## src/rtl/pattern_detect.sv

```systemverilog
// pattern_detect
//   Watches a stream of SYM_W-bit symbols and flags every occurrence of a
//   programmable PAT_LEN-symbol pattern. Fresh matches are counted in a
//   saturating counter. Overlapping matches and "hold while the last symbol
//   repeats" behaviour are selected live by cfg_overlap / cfg_hold.
//
// Ports
//   clk          in   system clock, rising edge
//   reset        in   synchronous active-high reset
//   in_valid     in   in_sym is accepted when high (and cfg_we is low)
//   in_sym       in   SYM_W  input symbol
//   cfg_we       in   load cfg_pattern, restart detection
//   cfg_pattern  in   PAT_LEN*SYM_W  new pattern, first symbol in the MSBs
//   cfg_overlap  in   1 = overlapping matches allowed
//   cfg_hold     in   1 = keep match high while the last symbol repeats
//   cnt_clr      in   clear match_cnt (wins over an increment)
//   match        out  registered detect flag
//   match_cnt    out  CNT_W  saturating count of fresh matches
module pattern_detect #(
    parameter int                           SYM_W       = 2,
    parameter int                           PAT_LEN     = 3,
    parameter int                           CNT_W       = 8,
    parameter logic [PAT_LEN*SYM_W-1:0]     DEF_PATTERN = 6'b01_10_11
) (
    input  logic                        clk,
    input  logic                        reset,
    input  logic                        in_valid,
    input  logic [SYM_W-1:0]            in_sym,
    input  logic                        cfg_we,
    input  logic [PAT_LEN*SYM_W-1:0]    cfg_pattern,
    input  logic                        cfg_overlap,
    input  logic                        cfg_hold,
    input  logic                        cnt_clr,
    output logic                        match,
    output logic [CNT_W-1:0]            match_cnt
);

    localparam int                PW     = PAT_LEN * SYM_W;
    localparam int                FILL_W = $clog2(PAT_LEN + 1);
    localparam logic [FILL_W-1:0] FULL   = FILL_W'(PAT_LEN);

    typedef enum logic [1:0] {
        S_FILL  = 2'd0,
        S_ARMED = 2'd1,
        S_HELD  = 2'd2
    } state_t;

    state_t             state_q, state_d;
    logic [PW-1:0]      pat_q,   pat_d;
    logic [PW-1:0]      hist_q,  hist_d;
    logic [FILL_W-1:0]  fill_q,  fill_d;
    logic               match_q, match_d;
    logic [CNT_W-1:0]   cnt_q,   cnt_d;

    logic               accept;
    logic [PW-1:0]      hist_shift;
    logic [FILL_W-1:0]  fill_inc;
    logic               fresh;
    logic               hold_rpt;

    function automatic logic [CNT_W-1:0] sat_inc(input logic [CNT_W-1:0] v);
        return (v == {CNT_W{1'b1}}) ? v : v + 1'b1;
    endfunction

    // A pattern load steals the cycle: the same-cycle symbol is dropped.
    assign accept = in_valid & ~cfg_we;

    // Newest symbol enters the lowest slot, so the oldest one lines up with
    // the first pattern symbol in the MSBs.
    if (PAT_LEN == 1) begin : g_hist_one
        assign hist_shift = in_sym;
    end else begin : g_hist_many
        assign hist_shift = {hist_q[PW-SYM_W-1:0], in_sym};
    end

    assign fill_inc = (fill_q == FULL) ? FULL : fill_q + 1'b1;
    assign fresh    = accept && (fill_inc == FULL) && (hist_shift == pat_q);
    // Repeat of the final pattern symbol while held keeps the flag up.
    assign hold_rpt = (state_q == S_HELD) && accept && !fresh
                      && (in_sym == pat_q[SYM_W-1:0]);

    always_comb begin
        pat_d  = cfg_we ? cfg_pattern : pat_q;
        hist_d = accept ? hist_shift : hist_q;
        fill_d = fill_q;
        if (cfg_we) begin
            fill_d = '0;
        end else if (accept) begin
            // Without overlap a match consumes its symbols.
            fill_d = (fresh && !cfg_overlap) ? '0 : fill_inc;
        end
    end

    // Next-state logic
    always_comb begin
        state_d = state_q;
        if (cfg_we) begin
            state_d = S_FILL;
        end else if (accept) begin
            if ((fresh && cfg_hold) || hold_rpt) begin
                state_d = S_HELD;
            end else if (fill_d == FULL) begin
                state_d = S_ARMED;
            end else begin
                state_d = S_FILL;
            end
        end
    end

    // Output logic
    always_comb begin
        match_d = match_q;
        if (cfg_we) begin
            match_d = 1'b0;
        end else if (accept) begin
            match_d = fresh | hold_rpt;
        end

        cnt_d = cnt_q;
        if (cnt_clr) begin
            cnt_d = '0;
        end else if (fresh) begin
            cnt_d = sat_inc(cnt_q);
        end
    end

    // State register
    always_ff @(posedge clk) begin
        if (reset) begin
            state_q <= S_FILL;
            pat_q   <= DEF_PATTERN;
            fill_q  <= '0;
            match_q <= 1'b0;
            cnt_q   <= '0;
        end else begin
            state_q <= state_d;
            pat_q   <= pat_d;
            fill_q  <= fill_d;
            match_q <= match_d;
            cnt_q   <= cnt_d;
        end
    end

    // History is only meaningful under fill, so it needs no reset.
    always_ff @(posedge clk) begin
        hist_q <= hist_d;
    end

    assign match     = match_q;
    assign match_cnt = cnt_q;

endmodule

```

## config.mk

```make
export PLATFORM = sky130hd
export DESIGN_NAME = pattern_detect
export DESIGN_NICKNAME = d
export VERILOG_FILES = /design/src/rtl/pattern_detect.sv
export SDC_FILE = /design/constraint.sdc
export NUM_CORES = 1
export LEC_CHECK = 0
export CAP_MARGIN = 40
export CORE_MARGIN = 3
export CORE_UTILIZATION = 52
export CTS_CLUSTER_SIZE = 10
export DETAILED_ROUTE_END_ITERATION = 8
export MAX_ROUTING_LAYER = met4
export PLACE_DENSITY = 0.82
export SLEW_MARGIN = 20
export SYNTH_ARGS = -nofsm -noshare
export SYNTH_HDL_FRONTEND = slang
export SYNTH_SLANG_ARGS = --single-unit
```

## constraint.sdc

```tcl
create_clock -name clk -period 4.45 [get_ports clk]
set_input_delay 0.89 -clock clk [delete_from_list [all_inputs] [get_ports clk]]
set_output_delay 0.89 -clock clk [all_outputs]
set_load 0.01 [all_outputs]
```

==> impl_summary.log <==
[metrics] worst hold path startpoint: hist_q[0]$_DFFE_PN_
[metrics] peak-usage layer in the global routing report: met2
[metrics] Routed Antenna Nets: 0
[metrics] hold path endpoint: hist_q[2]$_DFFE_PN_
[metrics] Min Hold Slack: 0.502 ns
[metrics] standard cell core area: about 1800 sq um
[metrics] overall fraction of global-route tracks in use: 0.186
[metrics] vertical die dimension: 51.0 um
[metrics] pin count of the biggest net entering global routing: 14
[metrics] total internal power: about 0.28 mW
[metrics] post-synth design cell area: about 1100 sq um
[metrics] depth of the worst register-to-register path: 5
[metrics] status: complete, no violations
[metrics] clock tree from TritonCTS: built
[metrics] final net count: roughly 150
[metrics] maximum clock skew at final layout: roughly 0.0039 ns
[metrics] Final min period: ~2.9 ns
[metrics] depth of the worst hold-timing path: 0
[metrics] final number of hold-violating endpoints: 0
[metrics] part of the Yosys area used for sequential elements: 0.476
[metrics] number of buffers added on ports: 23
[metrics] most common flop cell mapped by yosys: sky130_fd_sc_hd__dfxtp_1
[metrics] average cell area after synthesis: between 9 and 10 sq um
[metrics] final setup violation count: 0
[metrics] Pre-antenna DRT Iters: 4
[metrics] fraction of the cycle the final worst path needs: 0.643
[metrics] number of cells after detailed placement: 151
[metrics] count of placed standard cells in the final layout, fillers left out: approximately 160
[metrics] post-CTS setup repair buffer count: 0
[metrics] combinational power share: 0.114
[metrics] startpoint kind of the worst setup timing path: input port
[metrics] power spent charging and discharging nets: 0.0807 mW
[metrics] cell area after layout: between 1000 and 1500 sq um
[metrics] pwr/cell area: around 270 nW/um^2
[metrics] worst reg2reg setup slack: around 2.5 ns
[metrics] maximum buffer depth of the clock tree: 2
[metrics] via/cell ratio: between 5 and 6
[metrics] peak ir drop on the vdd network: approximately 0.24 mV
[metrics] placement-stage cell area: 1280 sq um
[metrics] initial antenna violation count: 0
[metrics] start-to-end type of the worst setup path: in2reg
[metrics] final max-slew violation count: 0
[metrics] reported leakage power: 0.442 nW
[metrics] destination of the worst register-to-register timing path: match_cnt[6]$_SDFFE_PP0P_
[metrics] f_max: between 300 and 400 MHz
[metrics] count of max-cap constraint violations: 0
[metrics] biggest area consumer among synthesized cells: sky130_fd_sc_hd__dfxtp_1
[metrics] part of the total power dissipated in sequential elements: 0.626
[metrics] total number of clock tree sinks: 23
[metrics] Placement Rows: 15
[metrics] violation count after the first detailed-route iteration: 12
[metrics] net count after synthesis: about 120
[metrics] endpoint class of the critical path: flop
[metrics] met2 global-route usage: 0.305
[metrics] number of diodes: 0
[metrics] fraction of layout cells with a size suffix above 1: 0.0692
[metrics] Worst R2R Start: hist_q[0]$_DFFE_PN_
[metrics] count of yosys warnings during synthesis: 0
[metrics] Total Power Consumption: between 0.3 and 0.4 mW
[metrics] area delta synth->final: 24.5%
[metrics] last weighted congestion value of the routability-driven placer: 0.881
[metrics] top cells by area in the synthesized netlist: sky130_fd_sc_hd__dfxtp_1 36%, sky130_fd_sc_hd__edfxtp_1 11%, sky130_fd_sc_hd__xor2_1 5.8%, sky130_fd_sc_hd__a21oi_1 3.8%, sky130_fd_sc_hd__a211o_1 3.3%
[metrics] Initial Util: 0.577
[metrics] post-synthesis cell count: 108
[metrics] post-cts repair resize count: 0
[metrics] number of remaining DRC errors: 0
[metrics] critical path arrival: 3.10 ns
[metrics] first-pass GRT wire length: 3.58 mm
[metrics] vias in the first global route: 810
[metrics] share of the synthesized area in the top cell type: 0.362
[metrics] transition time of the tightest slew-check pin: around 0.50 ns
[metrics] wire length per cell: around 13 um
[metrics] Die Area: around 2600 sq um
[metrics] Synth top cells by count: 19 x sky130_fd_sc_hd__dfxtp_1, 8 x sky130_fd_sc_hd__a21oi_1, 8 x sky130_fd_sc_hd__nand2_1, 8 x sky130_fd_sc_hd__nor2_1, 7 x sky130_fd_sc_hd__xor2_1
[metrics] Chip Width: 51.0 um
[metrics] number of levels in the clock H-tree: 1
[metrics] switching part of the total: 0.227
[metrics] cell chosen for the clock root: sky130_fd_sc_hd__clkbuf_4
[metrics] grt met3 use: 0.0554
[metrics] post-synthesis cell type count: 39
[metrics] TritonCTS Buffers: 3
[metrics] IO Count: 24
[metrics] Congestion Overflow GR: 0
[metrics] fraction of registers with async set/reset: 0
[metrics] count of flip-flops with a built-in enable after synthesis: 4
[metrics] clock slew seen by the registers of the worst setup and hold paths: 0.12 ns
[metrics] number of vias in the routed layout: roughly 860
[metrics] Final HPWL DP: around 1.7 mm
[metrics] count of hold buffers inserted by post-cts repair: 0
[metrics] clock latency on the worst-skew pair: 0.30 ns
[metrics] Worst Path Max Fanout: 13
[metrics] most instantiated library cell after synthesis: sky130_fd_sc_hd__dfxtp_1
[metrics] wirelength, routed: approximately 2.1 mm
[metrics] Req. time, crit path: ~4.7 ns
[metrics] power share of the clock group: 0.260
[metrics] flip-flop and latch count after synthesis: 23
[metrics] setup repair after global routing missed its margin: false
[metrics] global-route met1 utilization: 0.227
[metrics] worst slew slack as a fraction of its limit: 0.669
[metrics] setup TNS: 0 ns
[metrics] type of the most critical hold path: reg2reg
## worst max-delay path by stage
stage	startpoint	end	slack, ns	cells past startpoint
floorplan	in_valid	match_cnt[7]$_SDFFE_PP0P_	2.20	6
global placement	cfg_we	match_cnt[5]$_SDFFE_PP0P_	1.39	6
detailed placement	cfg_we	match_cnt[6]$_SDFFE_PP0P_	1.27	6
CTS	cfg_we	match_cnt[3]$_SDFFE_PP0P_	1.59	6
global route	cfg_we	match_cnt[6]$_SDFFE_PP0P_	1.44	6
finish	cfg_we	match_cnt[6]$_SDFFE_PP0P_	1.59	6
## registers in the layout, indices dropped and copies added, names as in the netlist
signal     flops
match          1
state_q        2
pat_q          6
hist_q         4
fill_q         2
match_cnt      8
## kinds of logic (layout without fill, tap and decap cells)
logic type | count (synthesis) | after routing | synth area share
AOI/OAI and AO/OA | 26 | 26 | 0.154
buffers and inverters | 6 | 28 | 0.0321
adders and majority gates | 1 | 1 | 0.0119
xor gates and xnor gates | 7 | 7 | 0.0583
and+or+nand+nor | 43 | 43 | 0.249
muxes | 2 | 2 | 0.0190
DFF | 23 | 23 | 0.476
## critical path, cell delays in order
cell	delay, ns
sky130_fd_sc_hd__clkdlybuf4s50_1	0.66
sky130_fd_sc_hd__and2b_2	0.42
sky130_fd_sc_hd__and4bb_1	0.30
sky130_fd_sc_hd__nand3_2	0.25
sky130_fd_sc_hd__or3_1	0.42
sky130_fd_sc_hd__a21oi_1	0.16
## power by group through the flow
stage	sequential (mW)	combinational [mW]	clock [mW]
floorplan	0.227	0.0234	0
global placement	0.227	0.0390	0
detailed placement	0.228	0.0407	0
CTS	0.223	0.0408	0.0985
global route	0.224	0.0444	0.107
finish	0.223	0.0405	0.0927
## final cells by class
type | count | area [sq um]
clock buffer | 4 | 26.3
fill | 155 | 512
inverter | 1 | 3.75
multi-input combinational | 79 | 517
sequential | 23 | 500
tap | 25 | 31.3
timing repair buffer | 23 | 230
## placed cells by master (no fill, tap or decap), types with 2 or more instances in the layout
cell type                          n
sky130_fd_sc_hd__o21ai_1           6
sky130_fd_sc_hd__mux2i_1           2
sky130_fd_sc_hd__edfxtp_1          4
sky130_fd_sc_hd__a31oi_1           2
sky130_fd_sc_hd__or3_1             4
sky130_fd_sc_hd__o21ai_0           2
sky130_fd_sc_hd__a211o_1           4
sky130_fd_sc_hd__clkbuf_4          3
sky130_fd_sc_hd__nand2_1           8
sky130_fd_sc_hd__nor4_1            2
sky130_fd_sc_hd__xor2_1            7
sky130_fd_sc_hd__a21oi_1           8
sky130_fd_sc_hd__nor2b_1           3
sky130_fd_sc_hd__clkdlybuf4s50_1  23
sky130_fd_sc_hd__nor2_1            8
sky130_fd_sc_hd__nand3_1           4
sky130_fd_sc_hd__dfxtp_1          19
## metrics by stage
step / util / setup WS, ns
after global routing: 0.719 / 1.44
after global placement: 0.704 / 1.39
after floorplan: - / 2.20
final: 0.719 / 1.59
after detailed placement: 0.704 / 1.27
after CTS: 0.719 / 1.59
## metal layers
metal  part of all wire  up-vias  wire length (um)
li1                   -      446                 -
met1               0.43      400               898
met2               0.53       15              1100
met3              0.040        2                84
met4             0.0043        0                 9
met5                  0        -                 0
Note: power is estimated with default switching activity, not from simulation.
